==> src/rtl/vctr_pkg.sv <==
// Shared definitions for the vctr frame parser: FSM encoding, default
// start-of-frame byte and the length check used by the LEN state.
package vctr_pkg;

  typedef enum logic [2:0] {
    ST_IDLE    = 3'd0,
    ST_LEN     = 3'd1,
    ST_PAYLOAD = 3'd2,
    ST_CHK     = 3'd3,
    ST_DRAIN   = 3'd4
  } vctr_state_e;

  localparam logic [7:0] VCTR_HDR_DEFAULT = 8'hA5;

  // A length byte is usable when it names at least one byte and fits the buffer.
  function automatic logic vctr_len_ok(input logic [7:0] len, input logic [7:0] max_len);
    return (len != 8'h00) && (len <= max_len);
  endfunction

endpackage

==> src/rtl/vctr_frame_parser_if.sv <==
// Byte-level bus between the UART rx stage, the frame parser and the
// vector-out stage, plus the parser's status strobes.
interface vctr_frame_parser_if;
  logic [7:0] rx_byte;
  logic       rx_valid;
  logic [7:0] out_data;
  logic       out_valid;
  logic       out_ready;
  logic       frame_ok;
  logic       frame_err;
  logic       overrun;
  logic       busy;

  modport master (
    output rx_byte, rx_valid, out_ready,
    input  out_data, out_valid, frame_ok, frame_err, overrun, busy
  );

  modport slave (
    input  rx_byte, rx_valid, out_ready,
    output out_data, out_valid, frame_ok, frame_err, overrun, busy
  );
endinterface

==> src/rtl/vctr_byte_ram.sv <==
// Payload store: DEPTH x 8 bits, synchronous write, combinational read.
// Contents are deliberately not reset.
module vctr_byte_ram #(
  parameter int DEPTH = 8,
  parameter int AW    = $clog2(DEPTH + 1)
) (
  input  logic          clock,
  input  logic          we,
  input  logic [AW-1:0] waddr,
  input  logic [7:0]    wdata,
  input  logic [AW-1:0] raddr,
  output logic [7:0]    rdata
);

  localparam int            IW      = (DEPTH > 1) ? $clog2(DEPTH) : 1;
  localparam logic [AW-1:0] DEPTH_A = AW'(DEPTH);

  logic [7:0] mem [DEPTH];

  always_ff @(posedge clock) begin
    if (we && (waddr < DEPTH_A)) begin
      mem[IW'(waddr)] <= wdata;
    end
  end

  // Out-of-range reads return zero rather than X.
  assign rdata = (raddr < DEPTH_A) ? mem[IW'(raddr)] : 8'h00;

endmodule

==> src/rtl/vctr_frame_parser.sv <==
// Parses HDR / length / payload / xor-checksum frames from a UART byte
// stream and replays accepted payloads to a ready/valid downstream stage.
//
// state      | meaning
// -----------+-------------------------------------------------------
// ST_IDLE    | waiting for the HDR byte, everything else ignored
// ST_LEN     | next byte is the payload length
// ST_PAYLOAD | storing payload bytes, folding them into the checksum
// ST_CHK     | next byte is compared against the running checksum
// ST_DRAIN   | replaying the buffer downstream; rx bytes are dropped
module vctr_frame_parser
  import vctr_pkg::*;
#(
  parameter int         MAX_LEN = 8,
  parameter logic [7:0] HDR     = VCTR_HDR_DEFAULT,
  parameter int         TIMEOUT = 1000
) (
  input logic                 clock,
  input logic                 nrst,
  vctr_frame_parser_if.slave  bus
);

  localparam int              IDX_W     = $clog2(MAX_LEN + 1);
  localparam int              TMO_W     = $clog2(TIMEOUT + 1);
  localparam logic [7:0]      MAX_LEN_B = 8'(MAX_LEN);
  localparam logic [TMO_W-1:0] TMO_LOAD = TMO_W'(TIMEOUT - 1);

  vctr_state_e       state_q, state_d;
  logic [7:0]        len_q, len_d;
  logic [7:0]        chk_q, chk_d;
  logic [IDX_W-1:0]  idx_q, idx_d;
  logic [IDX_W-1:0]  rd_q, rd_d;
  logic [TMO_W-1:0]  tmo_q, tmo_d;

  logic              ram_we;
  logic [7:0]        ram_rdata;
  logic              ok_c, err_c, ovr_c;
  logic [7:0]        idx_ext, rd_ext;

  assign idx_ext = 8'(idx_q);
  assign rd_ext  = 8'(rd_q);

  vctr_byte_ram #(
    .DEPTH (MAX_LEN),
    .AW    (IDX_W)
  ) u_byte_ram (
    .clock (clock),
    .we    (ram_we),
    .waddr (idx_q),
    .wdata (bus.rx_byte),
    .raddr (rd_q),
    .rdata (ram_rdata)
  );

  always_ff @(posedge clock) begin
    if (!nrst) begin
      state_q <= ST_IDLE;
      len_q   <= '0;
      chk_q   <= '0;
      idx_q   <= '0;
      rd_q    <= '0;
      tmo_q   <= '0;
    end else begin
      state_q <= state_d;
      len_q   <= len_d;
      chk_q   <= chk_d;
      idx_q   <= idx_d;
      rd_q    <= rd_d;
      tmo_q   <= tmo_d;
    end
  end

  always_comb begin
    state_d = state_q;
    len_d   = len_q;
    chk_d   = chk_q;
    idx_d   = idx_q;
    rd_d    = rd_q;
    tmo_d   = tmo_q;
    ram_we  = 1'b0;
    ok_c    = 1'b0;
    err_c   = 1'b0;
    ovr_c   = 1'b0;

    case (state_q)
      ST_IDLE: begin
        if (bus.rx_valid && (bus.rx_byte == HDR)) begin
          state_d = ST_LEN;
          tmo_d   = TMO_LOAD;
          idx_d   = '0;
          rd_d    = '0;
          chk_d   = '0;
        end
      end

      ST_LEN, ST_PAYLOAD, ST_CHK: begin
        if (bus.rx_valid) begin
          tmo_d = TMO_LOAD;
          // HDR-valued bytes land here as ordinary data, never as a resync.
          case (state_q)
            ST_LEN: begin
              if (vctr_len_ok(bus.rx_byte, MAX_LEN_B)) begin
                len_d   = bus.rx_byte;
                chk_d   = bus.rx_byte;
                state_d = ST_PAYLOAD;
              end else begin
                err_c   = 1'b1;
                state_d = ST_IDLE;
              end
            end
            ST_PAYLOAD: begin
              ram_we = 1'b1;
              chk_d  = chk_q ^ bus.rx_byte;
              idx_d  = idx_q + IDX_W'(1);
              if ((idx_ext + 8'd1) == len_q) begin
                state_d = ST_CHK;
              end
            end
            default: begin
              if (bus.rx_byte == chk_q) begin
                ok_c    = 1'b1;
                rd_d    = '0;
                state_d = ST_DRAIN;
              end else begin
                err_c   = 1'b1;
                state_d = ST_IDLE;
              end
            end
          endcase
        end else if (tmo_q == '0) begin
          err_c   = 1'b1;
          state_d = ST_IDLE;
        end else begin
          tmo_d = tmo_q - TMO_W'(1);
        end
      end

      ST_DRAIN: begin
        ovr_c = bus.rx_valid;
        if (bus.out_ready) begin
          rd_d = rd_q + IDX_W'(1);
          if ((rd_ext + 8'd1) == len_q) begin
            state_d = ST_IDLE;
          end
        end
      end

      default: begin
        state_d = ST_IDLE;
      end
    endcase
  end

  // Everything visible is forced quiet while nrst is low, even before the first edge.
  assign bus.out_valid = nrst && (state_q == ST_DRAIN);
  assign bus.out_data  = bus.out_valid ? ram_rdata : 8'h00;
  assign bus.frame_ok  = nrst && ok_c;
  assign bus.frame_err = nrst && err_c;
  assign bus.overrun   = nrst && ovr_c;
  assign bus.busy      = nrst && (state_q != ST_IDLE);

endmodule

==> src/flat_wrapper.sv <==
// flat-port wrapper written by rule: the top's interface ports become plain ports
module vctr_frame_parser_flat import vctr_pkg::*;
#(
  parameter int         MAX_LEN = 8,
  parameter logic [7:0] HDR     = VCTR_HDR_DEFAULT,
  parameter int         TIMEOUT = 1000
)
  (clock, nrst, bus_rx_byte, bus_rx_valid, bus_out_ready, bus_out_data, bus_out_valid, bus_frame_ok, bus_frame_err, bus_overrun, bus_busy);
  vctr_frame_parser_if bus_i ();
  input logic clock;
  input logic nrst;
  input wire logic [$bits(bus_i.rx_byte)-1:0] bus_rx_byte;
  input wire logic [$bits(bus_i.rx_valid)-1:0] bus_rx_valid;
  input wire logic [$bits(bus_i.out_ready)-1:0] bus_out_ready;
  output wire logic [$bits(bus_i.out_data)-1:0] bus_out_data;
  output wire logic [$bits(bus_i.out_valid)-1:0] bus_out_valid;
  output wire logic [$bits(bus_i.frame_ok)-1:0] bus_frame_ok;
  output wire logic [$bits(bus_i.frame_err)-1:0] bus_frame_err;
  output wire logic [$bits(bus_i.overrun)-1:0] bus_overrun;
  output wire logic [$bits(bus_i.busy)-1:0] bus_busy;
  assign bus_i.rx_byte = bus_rx_byte;
  assign bus_i.rx_valid = bus_rx_valid;
  assign bus_i.out_ready = bus_out_ready;
  assign bus_out_data = bus_i.out_data;
  assign bus_out_valid = bus_i.out_valid;
  assign bus_frame_ok = bus_i.frame_ok;
  assign bus_frame_err = bus_i.frame_err;
  assign bus_overrun = bus_i.overrun;
  assign bus_busy = bus_i.busy;
  vctr_frame_parser #(.MAX_LEN(MAX_LEN), .HDR(HDR), .TIMEOUT(TIMEOUT)) u_core (.clock(clock), .nrst(nrst), .bus(bus_i));
endmodule
==> config.mk <==
export PLATFORM = sky130hd
export DESIGN_NAME = vctr_frame_parser_flat
export DESIGN_NICKNAME = d
export VERILOG_FILES = /design/src/rtl/vctr_pkg.sv /design/src/rtl/vctr_frame_parser_if.sv /design/src/rtl/vctr_byte_ram.sv /design/src/rtl/vctr_frame_parser.sv /design/src/flat_wrapper.sv
export SDC_FILE = /design/constraint.sdc
export NUM_CORES = 1
export LEC_CHECK = 0
export CAP_MARGIN = 0
export CORE_MARGIN = 2
export CORE_UTILIZATION = 54
export CTS_BUF_LIST = sky130_fd_sc_hd__clkbuf_4
export CTS_CLUSTER_DIAMETER = 40
export DETAILED_ROUTE_END_ITERATION = 12
export PLACE_DENSITY_LB_ADDON = 0.12
export RECOVER_POWER = 50
export SETUP_SLACK_MARGIN = 0.4
export SYNTH_ARGS = -nofsm -noshare
export SYNTH_HDL_FRONTEND = slang
export SYNTH_SLANG_ARGS = --single-unit
==> constraint.sdc <==
create_clock -name clock -period 2.6 [get_ports clock]
set_clock_uncertainty 0.15 [all_clocks]
set_input_delay 0.65 -clock clock [delete_from_list [all_inputs] [get_ports clock]]
set_output_delay 0.65 -clock clock [all_outputs]
set_load 0.005 [all_outputs]
==> results of run 1 <==
==> area by class of cell <==
| cell class | count | area (sq um) | area share [%] |
|---|---|---|---|
| well taps | 108 | 135 | 2.07 |
| clock inverters | 6 | 53.8 | 0.824 |
| clock buffers | 9 | 67.6 | 1.04 |
| inverters | 7 | 27.5 | 0.422 |
| multi-input cells | 266 | 2310 | 35.5 |
| repair buffers | 137 | 1180 | 18.0 |
| flip-flops and latches | 104 | 2750 | 42.2 |
==> state kept, by name (all words and copies together) (netlist names), named ones only <==
register and cells:
u_core.rd_q 4, u_core.chk_q 8, u_core.u_byte_ram.mem 64, u_core.len_q 8, u_core.idx_q 4, u_core.state_q 3
u_core.tmo_q 10
==> power groups by stage <==
stage | Sequential (mW) | Clock (mW) | Combinational (mW)
final | 1.74 | 0.765 | 0.140
after global routing | 1.74 | 0.841 | 0.150
after CTS | 1.75 | 0.774 | 0.127
after detailed placement | 1.78 | 0 | 0.110
after global placement | 1.78 | 0 | 0.107
after floorplan | 1.79 | 0 | 0.0431
==> stage by stage <==
| stage | TNS (ps) | power, mW | hold WS, ps | setup WS (ps) |
|---|---|---|---|---|
| after global placement | -19480 | 1.89 | 318 | -980 |
| after floorplan | 0 | 1.83 | 304 | 71.7 |
| final | -2200 | 2.65 | 352 | -545 |
| after detailed placement | -20520 | 1.89 | 330 | -1010 |
| after global routing | -3700 | 2.74 | 376 | -619 |
| after CTS | -2600 | 2.65 | 355 | -631 |
==> kinds of logic (layout without fill, tap and decap cells) <==
group	after synthesis	in the layout	synth area share [%]
adder cells (fa/ha/maj)	4	4	1.04
AO/OA/AOI/OAI	56	56	8.78
AND/OR/NAND/NOR	149	149	16.1
multiplexers	31	31	10.6
XOR/XNOR	26	26	4.72
buffers and inverters	26	159	2.46
flip-flops	104	104	56.4
==> synthesized netlist by cell type, types with 5 or more instances <==
| cell | number | area (sq um) |
|---|---|---|
| nand4_1 | 8 | 50.1 |
| a21oi_1 | 12 | 60.1 |
| nand3_1 | 10 | 50.1 |
| clkbuf_1 | 10 | 37.5 |
| nor2_1 | 48 | 180 |
| mux4_2 | 16 | 360 |
| nor2b_1 | 6 | 37.5 |
| and3_1 | 5 | 31.3 |
| inv_1 | 6 | 22.5 |
| edfxtp_1 | 64 | 1920 |
| nor3_1 | 13 | 65.1 |
| mux2i_1 | 15 | 150 |
| nand2b_1 | 9 | 56.3 |
| dfxtp_1 | 40 | 801 |
| nand2_1 | 25 | 93.8 |
| o21ai_0 | 6 | 30.0 |
| o21a_1 | 7 | 52.6 |
| xnor2_1 | 20 | 175 |
| xor2_1 | 6 | 52.6 |
==> worst min-delay path by stage <==
stage                                       from                           end  cells after the start  slack (ps)
floorplan           u_core.len_q[5]$_SDFFE_PN0P_  u_core.len_q[5]$_SDFFE_PN0P_                      1         300
global placement    u_core.len_q[5]$_SDFFE_PN0P_  u_core.len_q[5]$_SDFFE_PN0P_                      1         320
detailed placement  u_core.len_q[5]$_SDFFE_PN0P_  u_core.len_q[5]$_SDFFE_PN0P_                      1         330
CTS                 u_core.len_q[5]$_SDFFE_PN0P_  u_core.len_q[5]$_SDFFE_PN0P_                      1         360
global route        u_core.len_q[5]$_SDFFE_PN0P_  u_core.len_q[5]$_SDFFE_PN0P_                      1         380
finish              u_core.len_q[5]$_SDFFE_PN0P_  u_core.len_q[5]$_SDFFE_PN0P_                      1         350
==> critical path: stages, from the launching register on <==
cell,delay (ps)
dfxtp_2,350
or4_4,530
or4b_4,500
or2_1,240
a21oi_2,140
buf_2,130
==> timing repair <==
item                       in CTS  in global routing
pin swaps                      15                 26
setup endpoints to repair      64                 55
resized for setup             117                 85
hold buffers                    0                  0
cloned                          2                  0
buffers inserted               19                 13
==> layer usage <==
layer | global-route usage [%] | up-vias | share of wire, %
met1 | 35.0 | 1876 | 40
li1 | - | 1740 | -
met3 | 5.32 | 35 | 6.4
met5 | 0 | - | 0
met4 | 8.64 | 0 | 2.6
met2 | 46.8 | 156 | 51
==> results.cfg, run 1 <==
[global_routing]
antenna_found_initial = 0
grt_first_pass_wirelength_um = 20200
grt_max_degree = 19
grt_pass1_vias = 3836
grt_overflow = 0
grt_usage_pct = 27.2

[logic_synthesis]
synth_cell_types = 61
yosysWarnings = 0
synth_area_per_cell_sq_um = 12.2
synthesis.nets = 412
postSynthRegisterBits = 104
synth_ff_type = edfxtp_1
syn_inst = 396
synth.cell_area_sq_um = 4830
synth_edf_count = 64
synth-async-reset-ratio_pct = 0
yosysSeqAreaShare_pct = 56.4

[detailed_routing]
via_count = 3807
vias_per_cell = 5.98
dr.first_iter.drc_count = 242
ant_nets = 0
wl_um = 13000
post-route-drc-count = 0
drt_pre_antenna_iters = 5
wire_per_inst_um = 20.3

[power]
combPwrFrac_pct = 5.3
p_int_mw = 2.01
powerDensity_nw_per_um2 = 406
peakVddDrop_v = 0.000305
leakage_nw = 2.34
seq_power_share_pct = 65.8
clkPwrFrac_pct = 28.9
switching_power_mw = 0.636
switching_share_pct = 24.0

[timing]
finalMaxSlewViolations = 0
maxSlewHeadroom_pct = 52.0
tightest_slew_ps = 720
final.period_utilization_pct = 121
finalWorstPathRequiredPeriod_ps = 3140
fin_ws_ps = -545
fmax_ghz = 0.318
hold_violations = 0
setup-violations-final = 16
rsz0062_at_grt = true

[job]
max_cap_violations = 0

[run_status]
status = complete, but fails checks
violations = setup timing

[floorplan]
ioPinCount = 25
dieWidth_um = 98.6
die_y_um = 98.6
initial_core_util_pct = 55.7
num_rows = 34
coreArea_sq_um = 8680
fp.dieArea_sq_um = 9720

[final_layout]
antenna_cells = 0
final_net_count = 541
final_cell_mix = edfxtp_1 (64), buf_4 (63), nor2_1 (36)
fin_util_pct = 75.2
finalNonFillerCells = 637
fill_cells = 558
drive_gt1_share_pct = 42.0
final_common_cell = edfxtp_1
fin_area_sq_um = 6530
syn_to_final_growth_pct = 35.2

[clock_tree]
cts_tree = yes
path_clk_slew_ps = 160
h-tree-depth = 3
cts.sinks = 104
clock_latency_ps = 450
cts_made_buffers = 9
cts.path.max_buffers = 2
root_buffer = clkbuf_4

[critical_path]
r2r_cells = 10
critPathArrivalTime_ps = 2340
reg2reg_to = u_core.tmo_q[7]$_SDFFE_PN0P_
r2r_start = u_core.tmo_q[6]$_SDFFE_PN0P_
worstSetupEndpointType = primary output
cp_data_required_time_ps = 1800
critical_path_class = reg2out
endpoint = bus_frame_err
start_kind = flop
cp_max_fo = 2
reg2reg_slack_ps = -30
startpoint = u_core.tmo_q[6]$_SDFFE_PN0P_

[place]
dpl_cell_area_sq_um = 5870
routabilityCongestion = 0.857
dp_cells = 588
hpwl_um = 8070
port_buffers = 24

[min_path]
hold_path.class = reg2reg
Note: power is estimated with default switching activity, not from simulation.
==> inputs of run 2 (changes only) <==
--- a/config.mk
+++ b/config.mk
@@ -14,6 +14,7 @@
 export PLACE_DENSITY_LB_ADDON = 0.12
 export RECOVER_POWER = 50
 export SETUP_SLACK_MARGIN = 0.4
+export SKIP_CTS_REPAIR_TIMING = 1
 export SYNTH_ARGS = -nofsm -noshare
 export SYNTH_HDL_FRONTEND = slang
 export SYNTH_SLANG_ARGS = --single-unit
==> results.cfg, run 2 (synthesis results as in run 1) <==
[place]
hpwl_um = 8070
dp_cells = 588
place_ws_ps = -1010
dpl_cell_area_sq_um = 5870
port_buffers = 24
routabilityCongestion = 0.857

[critical_path]
max_stage_delay_ps = 540
worst-path-buf-inv = 1
slowest_stage = or4_4
start_kind = flop
critical_path_class = reg2out
path_delay_family = simple AND/OR/NAND/NOR gates
r2r_cells = 7
cp_data_required_time_ps = 1800
cp_max_fo = 3
crit_cells = 5
worstSetupEndpointType = primary output
path_cells = or4_4, or4b_4, or2_0, a21oi_2, clkbuf_2
critPathArrivalTime_ps = 2410

[clock_tree]
cts.sinks = 104
path_clk_slew_ps = 160
root_buffer = clkbuf_4
cts.path.max_buffers = 2
cts_made_buffers = 9
h-tree-depth = 3
clock_latency_ps = 450
cts_tree = yes

[floorplan]
initial_core_util_pct = 55.7
ioPinCount = 25
coreArea_sq_um = 8680
num_rows = 34
die_y_um = 98.6
dieWidth_um = 98.6
fp.dieArea_sq_um = 9720

[global_routing]
grt_max_degree = 30
grt_first_pass_wirelength_um = 18600
grt_pass1_vias = 3582
grt_usage_pct = 24.7
antenna_found_initial = 0
grt_overflow = 0

[final_layout]
final_common_cell = buf_4
syn_to_final_growth_pct = 32.4
fill_cells = 608
final_cell_mix = buf_4 (68), edfxtp_1 (64), nor2_1 (39)
regMostFlops = u_core.u_byte_ram.mem
antenna_cells = 0
fin_area_sq_um = 6390
drive_gt1_share_pct = 38.9
final_net_count = 536
finalNonFillerCells = 632
reg_top3 = u_core.u_byte_ram.mem: 64 flops, u_core.tmo_q: 10 flops
largest_reg_flops = 64

[timing]
worst_hold_slack_ps = 352
timing.setup.tns_ps = -2630
setup-violations-final = 10
fin_ws_ps = -607
finalWorstPathRequiredPeriod_ps = 3210
maxSlewHeadroom_pct = 56.4
rsz0062_at_grt = true
fmax_ghz = 0.312
finalMaxSlewViolations = 0
tightest_slew_ps = 653
hold_violations = 0
final.period_utilization_pct = 123

[power]
peakVddDrop_v = 0.000298
leakage_nw = 2.33
powerDensity_nw_per_um2 = 411

[min_path]
hold_path.class = reg2reg
hold_path_depth = 1

[detailed_routing]
wl_um = 12300
ant_nets = 0
post-route-drc-count = 0
wire_per_inst_um = 19.4
vias_per_cell = 5.91
drt_pre_antenna_iters = 7
dr.first_iter.drc_count = 207
via_count = 3733

[job]
max_cap_violations = 0

[run_status]
status = complete, but fails checks
violations = setup timing
==> run 2: cell types whose count changed in the layout (fill, tap and decap cells not counted), sizes merged <==
cell           previous run  this run
buf                     110        99
bufbuf                    1         0
clkbuf                   32        35
clkdlybuf4s15             1         0
clkdlybuf4s25             0         4
clkinv                    2         1
clkinvlp                  3         4
dlygate4sd2               1         0
dlymetal6s2s              0         2
==> run 2: per-stage QoR <==
step	power (mW)	util, %
6_report	2.63	73.7
5_1_grt	2.72	73.7
4_1_cts	2.63	69.1
3_5_place_dp	1.89	67.7
3_3_place_gp	1.89	67.7
2_1_floorplan	1.83	-
==> run 2: worst reg2reg max path, delay by kind of cell, from the launching register on <==
family / cells / cell delay, ps
buffers and inverters: 3 / 720
AND/OR/NAND/NOR: 4 / 960
flip-flops: 1 / 380
==> run 2: power by group <==
part	leakage, nW	switching, mW	internal [mW]
Sequential	0.904	0.000686	1.74
Clock	0.0581	0.551	0.206
Combinational	1.37	0.0710	0.0529
==> run 2: path summary, 6_finish.rpt <==
path | endpoint | slack (ps) | from
worst max-delay path | bus_frame_err | -610 | u_core.tmo_q[4]$_SDFFE_PN0P_
worst min-delay path | u_core.len_q[5]$_SDFFE_PN0P_ | 350 | u_core.len_q[5]$_SDFFE_PN0P_
worst max register to register | u_core.u_byte_ram.mem[6][3]$_DFFE_PP_ | 30 | u_core.state_q[1]$_SDFFE_PN0P_
worst min register to register | u_core.len_q[5]$_SDFFE_PN0P_ | 350 | u_core.len_q[5]$_SDFFE_PN0P_
==> run 2: area by class of cell <==
cell class	count	area (sq um)	share of cell area [%]
sequential	104	2740	42.9
multi-input combinational	266	2240	35.0
timing repair buffer	132	1130	17.6
tap	108	135	2.11
clock buffer	9	67.6	1.06
clock inverter	6	53.8	0.842
inverter	7	30.0	0.470
==> run 2: layer usage <==
layer | GRT usage [%] | up-vias | wire length [um]
met3 | 4.11 | 23 | 732
met4 | 6.95 | 0 | 263
li1 | - | 1723 | -
met2 | 41.7 | 149 | 6300
met1 | 33.5 | 1838 | 4980
met5 | 0 | - | 0
